[src/rtl/alu_pkg.sv]
// alu_pkg: shared definitions for the alu_muldiv execute-stage unit.
//   - 4-bit operation codes driven on alu_control
//   - FSM state encoding (IDLE, MUL, DIV, DONE)
//   - reset constants for the control state and the status flags
package alu_pkg;

  localparam logic [3:0] OP_AND   = 4'b0000;
  localparam logic [3:0] OP_OR    = 4'b0001;
  localparam logic [3:0] OP_ADD   = 4'b0010;
  localparam logic [3:0] OP_XOR   = 4'b0011;
  localparam logic [3:0] OP_SLTU  = 4'b0100;
  localparam logic [3:0] OP_SUB   = 4'b0110;
  localparam logic [3:0] OP_SLT   = 4'b0111;
  localparam logic [3:0] OP_MULTU = 4'b1000;
  localparam logic [3:0] OP_MULT  = 4'b1001;
  localparam logic [3:0] OP_DIVU  = 4'b1010;
  localparam logic [3:0] OP_DIV   = 4'b1011;

  typedef enum logic [1:0] {
    ST_IDLE = 2'd0,
    ST_MUL  = 2'd1,
    ST_DIV  = 2'd2,
    ST_DONE = 2'd3
  } state_e;

  localparam state_e RST_STATE = ST_IDLE;
  localparam logic   RST_ZERO  = 1'b0;
  localparam logic   RST_ERR   = 1'b0;

endpackage

[src/rtl/muldiv_iter.sv]
// muldiv_iter: WIDTH-step iterative unsigned multiply / restoring divide.
// Operands are unsigned magnitudes; sign handling lives in the caller.
// Build option: ALU_MULDIV_DIV_EN includes the restoring divider; without it
// a start with is_div set is ignored.
// Ports:
//   clk, rst      clock, synchronous active-high reset
//   start         load op_a/op_b and begin WIDTH steps
//   is_div        1 = divide, 0 = multiply (sampled with start)
//   op_a, op_b    multiplicand/multiplier or dividend/divisor magnitudes
//   step_done     high during the last (WIDTH-th) step cycle
//   hi_next       accumulator after this cycle's step (product high / remainder)
//   lo_next       shift register after this cycle's step (product low / quotient)
module muldiv_iter #(
  parameter int WIDTH = 32
) (
  input  logic             clk,
  input  logic             rst,
  input  logic             start,
  input  logic             is_div,
  input  logic [WIDTH-1:0] op_a,
  input  logic [WIDTH-1:0] op_b,
  output logic             step_done,
  output logic [WIDTH-1:0] hi_next,
  output logic [WIDTH-1:0] lo_next
);

  localparam int CW = $clog2(WIDTH);

  logic [WIDTH-1:0] acc_q, acc_d;
  logic [WIDTH-1:0] mq_q, mq_d;
  logic [WIDTH-1:0] b_q;
  logic [CW-1:0]    cnt_q;
  logic             busy_q;
  logic [WIDTH:0]   sum;
`ifdef ALU_MULDIV_DIV_EN
  logic             div_q;
  logic [WIDTH:0]   rem_shift;
`endif

  always_comb begin
    // Shift-add: add the multiplicand when the current multiplier LSB is set,
    // then shift {carry, acc, mq} right by one.
    sum   = {1'b0, acc_q} + (mq_q[0] ? {1'b0, b_q} : '0);
    acc_d = sum[WIDTH:1];
    mq_d  = {sum[0], mq_q[WIDTH-1:1]};
`ifdef ALU_MULDIV_DIV_EN
    // Restoring divide: shift the next dividend bit into the remainder and
    // subtract the divisor if it fits; the quotient bit shifts into mq.
    rem_shift = {acc_q, mq_q[WIDTH-1]};
    if (div_q) begin
      if (rem_shift >= {1'b0, b_q}) begin
        acc_d = rem_shift[WIDTH-1:0] - b_q;
        mq_d  = {mq_q[WIDTH-2:0], 1'b1};
      end else begin
        acc_d = rem_shift[WIDTH-1:0];
        mq_d  = {mq_q[WIDTH-2:0], 1'b0};
      end
    end
`endif
  end

  assign step_done = busy_q && (cnt_q == CW'(WIDTH - 1));
  // Post-step values let the caller capture the final result on the same
  // edge as the last step, with no extra drain cycle.
  assign hi_next   = acc_d;
  assign lo_next   = mq_d;

  always_ff @(posedge clk) begin
    if (rst) begin
      acc_q  <= '0;
      mq_q   <= '0;
      b_q    <= '0;
      cnt_q  <= '0;
      busy_q <= 1'b0;
`ifdef ALU_MULDIV_DIV_EN
      div_q  <= 1'b0;
`endif
    end else if (start) begin
      acc_q  <= '0;
      mq_q   <= op_a;
      b_q    <= op_b;
      cnt_q  <= '0;
`ifdef ALU_MULDIV_DIV_EN
      busy_q <= 1'b1;
      div_q  <= is_div;
`else
      busy_q <= !is_div;
`endif
    end else if (busy_q) begin
      acc_q <= acc_d;
      mq_q  <= mq_d;
      cnt_q <= cnt_q + CW'(1);
      if (step_done) busy_q <= 1'b0;
    end
  end

endmodule

[src/rtl/alu_muldiv.sv]
// alu_muldiv: handshaked execute-stage ALU with iterative mul/div.
// Single-cycle ops complete in one cycle; MULT/MULTU (and DIV/DIVU when
// ALU_MULDIV_DIV_EN is defined) take WIDTH iteration cycles in muldiv_iter.
// Without ALU_MULDIV_DIV_EN the divide codes are reported as unsupported.
// Ports:
//   clk, rst             clock, synchronous active-high reset
//   in_valid/in_ready    operand handshake (in_ready only in IDLE)
//   a, b, alu_control    operands and op code
//   out_valid/out_ready  result handshake (held until accepted)
//   result, result_hi    LO / HI result registers
//   zero, err            result==0, divide-by-zero or unsupported op
module alu_muldiv
  import alu_pkg::*;
#(
  parameter int WIDTH = 32
) (
  input  logic             clk,
  input  logic             rst,
  input  logic             in_valid,
  output logic             in_ready,
  input  logic [WIDTH-1:0] a,
  input  logic [WIDTH-1:0] b,
  input  logic [3:0]       alu_control,
  output logic             out_valid,
  input  logic             out_ready,
  output logic [WIDTH-1:0] result,
  output logic [WIDTH-1:0] result_hi,
  output logic             zero,
  output logic             err
);

  state_e             state_q, state_d;
  logic [WIDTH-1:0]   result_q, result_d;
  logic [WIDTH-1:0]   hi_q, hi_d;
  logic               zero_q, err_q, err_d;
  logic               load;
  logic               neg_lo_q, neg_lo_d;
`ifdef ALU_MULDIV_DIV_EN
  logic               neg_hi_q, neg_hi_d;
`endif
  logic               start, is_div, step_done;
  logic               signed_op, a_neg, b_neg;
  logic [WIDTH-1:0]   mag_a, mag_b, iter_hi, iter_lo;
  logic [2*WIDTH-1:0] prod;

  assign signed_op = (alu_control == OP_MULT) || (alu_control == OP_DIV);
  assign a_neg     = signed_op & a[WIDTH-1];
  assign b_neg     = signed_op & b[WIDTH-1];
  // MIN negates to itself, which is its correct unsigned magnitude.
  assign mag_a     = a_neg ? -a : a;
  assign mag_b     = b_neg ? -b : b;

  muldiv_iter #(.WIDTH(WIDTH)) u_iter (
    .clk       (clk),
    .rst       (rst),
    .start     (start),
    .is_div    (is_div),
    .op_a      (mag_a),
    .op_b      (mag_b),
    .step_done (step_done),
    .hi_next   (iter_hi),
    .lo_next   (iter_lo)
  );

  always_comb begin
    state_d  = state_q;
    load     = 1'b0;
    result_d = '0;
    hi_d     = '0;
    err_d    = 1'b0;
    neg_lo_d = neg_lo_q;
`ifdef ALU_MULDIV_DIV_EN
    neg_hi_d = neg_hi_q;
`endif
    start    = 1'b0;
    is_div   = 1'b0;
    prod     = '0;
    case (state_q)
      ST_IDLE: begin
        if (in_valid) begin
          state_d = ST_DONE;
          load    = 1'b1;
          case (alu_control)
            OP_AND:  result_d = a & b;
            OP_OR:   result_d = a | b;
            OP_ADD:  result_d = a + b;
            OP_XOR:  result_d = a ^ b;
            OP_SUB:  result_d = a - b;
            OP_SLT:  result_d = {{(WIDTH-1){1'b0}}, ($signed(a) < $signed(b))};
            OP_SLTU: result_d = {{(WIDTH-1){1'b0}}, (a < b)};
            OP_MULTU, OP_MULT: begin
              load     = 1'b0;
              start    = 1'b1;
              state_d  = ST_MUL;
              neg_lo_d = a_neg ^ b_neg;
            end
`ifdef ALU_MULDIV_DIV_EN
            OP_DIVU, OP_DIV: begin
              if (b == '0) begin
                result_d = '1;
                hi_d     = a;
                err_d    = 1'b1;
              end else begin
                load     = 1'b0;
                start    = 1'b1;
                is_div   = 1'b1;
                state_d  = ST_DIV;
                neg_lo_d = a_neg ^ b_neg;  // quotient sign
                neg_hi_d = a_neg;          // remainder follows the dividend
              end
            end
`endif
            default: err_d = 1'b1;
          endcase
        end
      end
      ST_MUL: begin
        if (step_done) begin
          // Negate the full double-width product so HI sees the borrow.
          prod = {iter_hi, iter_lo};
          if (neg_lo_q) prod = -prod;
          result_d = prod[WIDTH-1:0];
          hi_d     = prod[2*WIDTH-1:WIDTH];
          load     = 1'b1;
          state_d  = ST_DONE;
        end
      end
`ifdef ALU_MULDIV_DIV_EN
      ST_DIV: begin
        if (step_done) begin
          result_d = neg_lo_q ? -iter_lo : iter_lo;
          hi_d     = neg_hi_q ? -iter_hi : iter_hi;
          load     = 1'b1;
          state_d  = ST_DONE;
        end
      end
`endif
      ST_DONE: begin
        if (out_ready) state_d = ST_IDLE;
      end
      default: state_d = ST_IDLE;
    endcase
  end

  always_ff @(posedge clk) begin
    if (rst) begin
      state_q  <= RST_STATE;
      result_q <= '0;
      hi_q     <= '0;
      zero_q   <= RST_ZERO;
      err_q    <= RST_ERR;
      neg_lo_q <= 1'b0;
`ifdef ALU_MULDIV_DIV_EN
      neg_hi_q <= 1'b0;
`endif
    end else begin
      state_q  <= state_d;
      neg_lo_q <= neg_lo_d;
`ifdef ALU_MULDIV_DIV_EN
      neg_hi_q <= neg_hi_d;
`endif
      // Output registers only move on entry to DONE.
      if (load) begin
        result_q <= result_d;
        hi_q     <= hi_d;
        zero_q   <= (result_d == '0);
        err_q    <= err_d;
      end
    end
  end

  assign in_ready  = (state_q == ST_IDLE);
  assign out_valid = (state_q == ST_DONE);
  assign result    = result_q;
  assign result_hi = hi_q;
  assign zero      = zero_q;
  assign err       = err_q;

endmodule

[config.mk]
export PLATFORM = sky130hd
export DESIGN_NAME = alu_muldiv
export DESIGN_NICKNAME = d
export VERILOG_FILES = /design/src/rtl/alu_pkg.sv /design/src/rtl/muldiv_iter.sv /design/src/rtl/alu_muldiv.sv
export SDC_FILE = /design/constraint.sdc
export NUM_CORES = 1
export LEC_CHECK = 0
export CORE_MARGIN = 1
export CORE_UTILIZATION = 45
export DETAILED_ROUTE_END_ITERATION = 7
export PLACE_DENSITY = 0.67
export SETUP_SLACK_MARGIN = 0.2
export SLEW_MARGIN = 20
export SYNTH_ARGS = -nofsm -noshare
export SYNTH_HDL_FRONTEND = slang
export SYNTH_SLANG_ARGS = --single-unit
[constraint.sdc]
create_clock -name clk -period 4.3 [get_ports clk]
set_input_delay 0.645 -clock clk [delete_from_list [all_inputs] [get_ports clk]]
set_output_delay 0.645 -clock clk [all_outputs]
set_load 0.005 [all_outputs]
Word level (Yosys, flattened, before mapping)
Index checks and enable logic that the tools add are counted.
{ "totals": {"reg_bits": 171, "output_inout_bits": 68} }
{ "classes": {"n_addsub": 7, "magnitude_cmp": 2, "eq_ne": 15, "mux": 30, "bitwise": 6, "reduce_logical": 11} }
{ "op_table": {"columns": ["operator", "n"], "rows": [
  ["32-bit 2-to-1 mux", 9],
  ["32-bit case mux with 7 select lines", 1],
  ["32-bit < comparator", 2],
  ["64-bit 2-to-1 mux", 1],
  ["32-bit negator", 2],
  ["64-bit negator", 1],
  ["32-bit case mux with 2 select lines", 1],
  ["32-bit by 33-bit adder with 33-bit output", 1],
  ["32-bit adder", 1],
  ["32-bit bitwise AND", 1],
  ["32-bit logical NOT", 1],
  ["32-bit OR", 1],
  ["32-bit subtractor", 1],
  ["32-bit bitwise XOR", 1],
  ["4-bit by 3-bit equality test with 1-bit output, second input constant", 3],
  ["4-bit equality test, second input constant", 3],
  ["1-bit 2-to-1 mux", 12],
  ["9-bit OR reduction", 1],
  ["4-bit by 2-bit equality test with 1-bit output, second input constant", 2],
  ["2-bit 2-to-1 mux", 4],
  ["2-bit case mux with 3 select lines", 1],
  ["3-bit AND reduction", 2],
  ["5-bit by 1-bit adder with 5-bit output, second input constant", 1],
  ["5-bit equality test, second input constant", 1],
  ["other kinds (14)", 17]
]} }

Longest topological paths before layout
Gate-level depths: netlist of run 1.
{ "depth": {"word_depth": 7, "mapped_depth": 16, "depth_no_buf": 15} }

By module
Synthesis of run 1 repeated with hierarchy kept, for this count alone.
{ "unflattened": {"cells_unflattened": 2359, "hier_area_um2": 17211.5} }
{ "modules_own_cells": {"columns": ["mod", "instances", "cells_per_inst", "area_each_um2"], "rows": [
  ["alu_muldiv", 1, 1618, 11028.1],
  ["muldiv_iter", 1, 741, 6183.4]
]} }

Worst setup path after synthesis of run 1
No wires, ideal clock.
{ "synth_timing": {"path_type": "reg-to-reg", "from": "register u_iter.mq_q[0]", "to": "register hi_q[30] (netlist: result_hi[30])", "t_arrival_ns": 4.183, "required_time_ns": 4.183, "setup_slack_ns": 0.000, "path_stages_with_launch": 16, "path_buffers": 1, "synth_period_minus_slack_ns": 4.300, "path_cell_list": "dfxtp_1 > and2_1 > ha_1 > fa_1 > a211oi_1 > nor2_1 > o311ai_1 > a21oi_1 > or3_1 > a211o_1 > or2_4 > or4_4 > buf_6 > o41ai_4 > xnor2_1 > a22o_1"} }
{ "synth_via": {"elab_chain_cells": 6} }
{ "synth_rtl": {"columns": ["item", "line_no", "text"], "rows": [
  ["start: declaration", "muldiv_iter.sv:30", "logic [WIDTH-1:0] mq_q, mq_d;"],
  ["start signal: assignment", "muldiv_iter.sv:80", "mq_q <= op_a;"],
  ["start signal: assignment", "muldiv_iter.sv:91", "mq_q <= mq_d;"],
  ["32-bit 2-to-1 mux *", "muldiv_iter.sv:43", "sum = {1'b0, acc_q} + (mq_q[0] ? {1'b0, b_q} : '0);"],
  ["32-bit by 33-bit adder with 33-bit output *", "muldiv_iter.sv:43", null],
  ["64-bit negator", "alu_muldiv.sv:121", "if (neg_lo_q) prod = -prod;"],
  ["64-bit 2-to-1 mux *", "alu_muldiv.sv:121", null],
  ["32-bit 2-to-1 mux *", "alu_muldiv.sv:118", "if (step_done) begin"],
  ["32-bit 2-to-1 mux *", "alu_muldiv.sv:78", "case (state_q)"],
  ["end signal: assignment", "alu_muldiv.sv:165", "hi_q <= hi_d;"],
  ["end: declaration", "alu_muldiv.sv:34", "logic [WIDTH-1:0] hi_q, hi_d;"]
]} }
Mark *: on every way between the ends. The rest lies on a longest branch, timed or not.
A chain may end at the register's enable or synchronous reset.

Worst setup path after layout of run 1
{ "layout_timing": {"from": "register u_iter.b_q[0]", "to": "register hi_q[26] (netlist: result_hi[26])"} }
{ "layout_via": {"elab_chain_cells": 6} }
{ "layout_rtl": {"columns": ["item", "line_no", "text"], "rows": [
  ["start: declaration", "muldiv_iter.sv:31", "logic [WIDTH-1:0] b_q;"],
  ["start signal: assignment", "muldiv_iter.sv:81", "b_q <= op_b;"],
  ["32-bit 2-to-1 mux *", "muldiv_iter.sv:43", null],
  ["32-bit by 33-bit adder with 33-bit output *", "muldiv_iter.sv:43", null],
  ["64-bit negator", "alu_muldiv.sv:121", null],
  ["64-bit 2-to-1 mux *", "alu_muldiv.sv:121", null],
  ["32-bit 2-to-1 mux *", "alu_muldiv.sv:118", null],
  ["32-bit 2-to-1 mux *", "alu_muldiv.sv:78", null]
]} }
Marked as above.

==> results.cfg, run 1 <==
[detailed_routing]
wl_um = 81200
drtAntennaViolNets = 0
drcViolationCount = 0
vias = 21300
dr.pass1.iters = 6
drtIter0Drc = 2168
post_drt_via_cell_ratio = 6.14
wl_per_cell_um = 23.5

[synth]
synth_top_area_share_pct = 19.7
ys_async_sr_fraction_pct = 0
yosysSeqAreaShare_pct = 19.7
mappedNetlistNets = 2584
yosys.area.top_type = dfxtp_1
synthCells = 2369
syn_area_per_cell_um2 = 7.34
synth_top_flop_cell = dfxtp_1
synth_warnings = 0
yosys-top-cells-area = dfxtp_1 (20%), ha_1 (10%), nor2_1 (5.8%)
syn_area_um2 = 17400
synth_most_common_cell = nor2_1
synth.distinct_cells = 88
ys_ff_latch = 171
synth.top_cells.by_count = nor2_1 (267), a21oi_1 (190), nand2_1 (177)
synth_edf_count = 0

[die]
dieWidth_um = 199
start_util_pct = 45.9
core_area_um2 = 37800
pin_count = 140
std_cell_rows = 71
die_y_um = 199
die_area_um2 = 39400

[min_path]
holdCritPathClass = flip-flop to flip-flop
holdPathEnd = u_iter.b_q[16]
min-delay-start = u_iter.b_q[16]
hold-path-cell-count = 2

[clock_tree]
clk_pin_slew_ps = 70
cts_hold_buf = 0
cts_tree = built
clockBufferDepth = 2
cts_made_buffers = 17
clock_sinks = 171
cts_root_buffer = clkbuf_16
insertion_delay_ps = 500
cts-htree-levels = 4

[placed_design]
placed_cell_area_um2 = 23100
dpl.cell_count = 3408
port_buffers = 139
gp_congestion = 1.07
hpwl_um = 64700
pre_cts_ws_ps = -698

[layout]
antenna_cells = 0
layout.cells.non_filler = 3464
drive_gt1_share_pct = 26.7
syn2layout_area_growth_pct = 42.3
design_area_um2 = 24700
multi_input_area_um2 = 13700
seq_area_um2 = 3430
nets = 3155
nFillCells = 3379
utilization_pct = 65.3

[timing]
max_freq_ghz = 0.237
finClkSkew_ps = 24.6
hold-worst-slack_ps = 452
fin_crit_sh_pct = 98.2
slew_headroom_pct = 44.0
worst_slack_ps = 77.7
drv_slew = 0
tightest_slew_ps = 836
rsz0062_at_grt = true
hold_viol = 0
finalSetupTns_ps = 0
finalSetupViolations = 0
period_needed_ps = 4220

[run]
drv_cap = 0

[grt]
grt_antenna_before_repair = 1
gr-total-overflow = 0
grt_pass1_wl_um = 119000
grt_max_degree = 67
grt_usage_pct = 40.3
first_global_vias = 19700

[critical_path]
endpoint_kind = flip-flop
r2r_slack_ps = 80
cp_data_arrival_time_ps = 4610
start_kind = flip-flop
worstPathRequired_ps = 4680
r2r-start = u_iter.b_q[0]
worstSetupPathType = flip-flop to flip-flop
cp_max_fo = 6
critPathLaunch = u_iter.b_q[0]
ff2ff_path_depth = 14
reg2reg_to = result_hi[26]

[outcome]
status = finished, final reports clean

[pwr]
power.leakage_nw = 10.5
p_per_area_nw_per_um2 = 217
power.total_mw = 5.37
vdd_drop_max_mv = 0.343
[kinds of logic (layout without fill, tap and decap cells)]
| group | count (synthesis) | after routing | synth area share [%] |
|---|---|---|---|
| fa+ha+maj | 143 | 143 | 10.4 |
| simple gates | 799 | 799 | 22.6 |
| flops | 171 | 171 | 19.7 |
| mux | 68 | 68 | 3.95 |
| compound gates | 768 | 768 | 29.9 |
| buf+inv | 276 | 860 | 6.10 |
| xor+xnor | 144 | 144 | 7.26 |
[cell usage in the layout (no fill, tap or decap), types with 42 or more instances in the layout]
master / instances
inv_1: 95
a21oi_1: 177
and2_1: 42
o31ai_1: 43
dfxtp_1: 168
buf_4: 560
nor2_1: 260
xnor2_1: 113
mux2i_1: 64
clkdlybuf4s50_1: 115
o21ai_0: 109
a211oi_1: 73
ha_1: 119
nand2_1: 175
[worst max-delay path: stages, from the launching register on]
cell and delay (ps):
dfxtp_1 310, and2_4 160, ha_4 160, fa_2 410
a211oi_2 330, nor2_2 120, o311ai_4 380, a21oi_2 150
or3_1 400, a211o_1 320, or2_4 260, or4_4 560
o31ai_2 290, xnor2_1 100, a22o_1 190
[registers in the layout, indices dropped and copies added, names as in the netlist]
| name | cells |
|---|---|
| u_iter.cnt_q | 5 |
| u_iter.acc_q | 32 |
| u_iter.busy_q | 1 |
| result | 32 |
| err | 1 |
| neg_lo_q | 1 |
| zero | 1 |
| state_q | 2 |
| result_hi | 32 |
| u_iter.mq_q | 32 |
| u_iter.b_q | 32 |
[power breakdown]
part,leakage [nW],switching [mW],internal (mW)
combinational,8.80,1.12,0.888
sequential,1.38,0.0341,1.62
clock,0.289,0.830,0.883
[cell type report]
| type | instances | area share [%] |
|---|---|---|
| Sequential cell | 171 | 13.9 |
| Clock buffer | 18 | 1.74 |
| Tap cell | 511 | 2.59 |
| Multi-Input combinational cell | 1922 | 55.6 |
| Timing Repair Buffer | 711 | 23.7 |
| Inverter | 117 | 1.78 |
| Clock inverter | 14 | 0.724 |
[metal layers]
metal  share of wire, %  global-route usage [%]  vias up
li1                   -                       -     9813
met5                  0                       0        -
met2                 44                    63.4     1109
met1                 43                    54.6    10100
met4                3.8                    15.5        0
met3                8.9                    6.93      202
[worst max-delay path by stage]
stage                               end  slack [ps]  depth (start not counted)
final                     result_hi[26]          80                         14
after global routing      result_hi[30]         -40                         16
after CTS                          zero         190                         14
after detailed placement           zero        -700                         14
after global placement             zero        -640                         15
after floorplan           result_hi[30]         180                         15
[repair_timing]
action	in CTS	in global routing
gates resized for setup	44	166
setup buffers	4	20
endpoints found under the setup margin	17	14
pin swaps	9	52
Power figures use the tool's default switching activity.
==> run 2: changes to the inputs <==
- GPL_TIMING_DRIVEN: default -> 1
- HOLD_SLACK_MARGIN: default -> 0.03
==> results of run 2 <==
No change in the layout: final DEF, timing and power equal those of run 1.
==> run 3: changes to the inputs <==
- ABC_CLOCK_PERIOD_IN_PS: default -> 4300
- CORE_UTILIZATION: 45 -> 30
- PLACE_DENSITY: 0.67 -> default
==> results.cfg, run 3 (synthesized netlist as in run 1, its figures left out) <==
[pwr]
clkPwrFrac_pct = 32.1
p_sw_share_pct = 36.0
p_int_mw = 3.39
power.leakage_nw = 10.4
p_per_area_nw_per_um2 = 214
seqPwrFrac_pct = 31.1
comb_power_share_pct = 36.8
vdd_drop_max_mv = 0.323
power.total_mw = 5.29
power.switching_mw = 1.91

[run]
drv_cap = 0

[grt]
first_global_vias = 20200
grt_pass1_wl_um = 125000
grt_usage_pct = 27.8
gr-total-overflow = 0
grt_antenna_before_repair = 2
grt_max_degree = 70

[die]
pin_count = 140
core_area_um2 = 56800
start_util_pct = 30.6
die_area_um2 = 58900
dieWidth_um = 243
std_cell_rows = 87
die_y_um = 243

[layout]
syn2layout_area_growth_pct = 42.6
seq_area_um2 = 3430
nFillCells = 5861
drive_gt1_share_pct = 25.2
antenna_cells = 0
final_common_cell = buf_4
layout.cells.non_filler = 3725
nets = 3171
mostFrequentLayoutCells = buf_4 (582), nor2_1 (262), a21oi_1 (179)
multi_input_area_um2 = 13500

[timing]
slew_headroom_pct = 39.6
finClkSkew_ps = 20.8
hold-worst-slack_ps = 451
finalSetupViolations = 0
finalSetupTns_ps = 0
fin_crit_sh_pct = 98.4
drv_slew = 0
worst_slack_ps = 67.6
period_needed_ps = 4230
tightest_slew_ps = 903
max_freq_ghz = 0.236
hold_viol = 0
rsz0062_at_grt = true

[detailed_routing]
drcViolationCount = 0
drtAntennaViolNets = 0
vias = 20800
post_drt_via_cell_ratio = 5.59
wl_per_cell_um = 22.4
dr.pass1.iters = 7
wl_um = 83400
drtIter0Drc = 2105

[clock_tree]
clk_pin_slew_ps = 80
cts_made_buffers = 17
clockBufferDepth = 2
clock_sinks = 171
cts_root_buffer = clkbuf_16
cts-htree-levels = 4
cts_hold_buf = 0
insertion_delay_ps = 490
cts_tree = built

[critical_path]
endpoint_kind = flip-flop
path_buf_inv = 4
critPathMaxStageDelay_ps = 500
cp_common_cell = buf_4
start_kind = input port
r2r_slack_ps = 150
cp_top_family = simple AND/OR/NAND/NOR gates
worstPathRequired_ps = 4730
slowest_stage = clkdlybuf4s50_1
crit_path_cell_trace = clkdlybuf4s50_1, inv_1, ha_1, o21ba_2, or4_4, and2_1, a221o_1, a32oi_1, o211ai_1, nor4_1, buf_4, nand4_1, nor4_2, buf_4, and4_1, a32o_1
cp_max_fo = 4
worstSetupPathType = input port to flip-flop
cp_data_arrival_time_ps = 4670

[placed_design]
pre_cts_ws_ps = -887
dpl.cell_count = 3680
gp_congestion = 0.998
port_buffers = 139
hpwl_um = 68100

[outcome]
status = finished, final reports clean

[min_path]
holdCritPathClass = flip-flop to flip-flop
[run 3: changes by cell type in the layout (fill, tap and decap cells not counted), moves of 4 or more]
cell             before  now
inv_2                22    0
dlymetal6s2s_1       23    0
ha_4                 18    2
inv_1                95  117
clkdlybuf4s50_1     115  138
ha_1                119  137
inv_8                 4    0
o21ai_1              16   10
buf_4               560  582
o21ai_0             109  116
[run 3: per-stage QoR]
step	utilization, %	area, um^2
CTS	43.0	24400
detailed placement	41.4	23500
finish	43.6	24800
global placement	41.4	23500
floorplan	-	17400
global route	43.6	24800
[run 3: path summary, 6_finish.rpt]
path | from | endpoint | depth (start not counted)
worst min-delay path | u_iter.b_q[20] | u_iter.b_q[20] | 2
worst min register to register | u_iter.b_q[20] | u_iter.b_q[20] | 2
worst max register to register | u_iter.mq_q[0] | result_hi[30] | 17
worst max-delay path | a[1] | zero | 16
[run 3: timing repair]
action	4_1_cts	5_1_grt
buffers inserted	7	6
resized for setup	52	60
endpoints found under the setup margin	18	17
pin swaps	19	28
[run 3: worst register-to-register path: cells and delay by family (launching register included)]
family,cells,cell delay [ps]
fa+ha+maj,2,540
xor+xnor,1,110
buf+inv,3,470
simple gates,5,1150
flops,1,340
compound gates,6,1410
[run 3: metal layers]
layer | part of all wire [%] | vias to the layer above | track usage [%]
met2 | 45 | 804 | 45.1
met5 | 0.0096 | - | 0
met4 | 3.0 | 2 | 8.93
met3 | 6.4 | 129 | 4.57
met1 | 45 | 10000 | 37.3
li1 | - | 9855 | -
[run 3: layout make-up]
type,count,area share (%)
Timing Repair Buffer,727,23.7
Inverter,117,1.77
Multi-Input combinational cell,1922,54.4
Clock inverter,11,0.525
Clock buffer,21,1.90
Tap cell,756,3.82
Sequential cell,171,13.8
[run 3: power groups by stage]
stage / Sequential, mW / Combinational (mW) / Clock, mW
2_1_floorplan: 1.67 / 0.848 / 0
3_3_place_gp: 1.68 / 1.84 / 0
3_5_place_dp: 1.68 / 1.84 / 0
4_1_cts: 1.65 / 1.87 / 1.74
5_1_grt: 1.65 / 2.06 / 1.80
6_report: 1.65 / 1.95 / 1.70
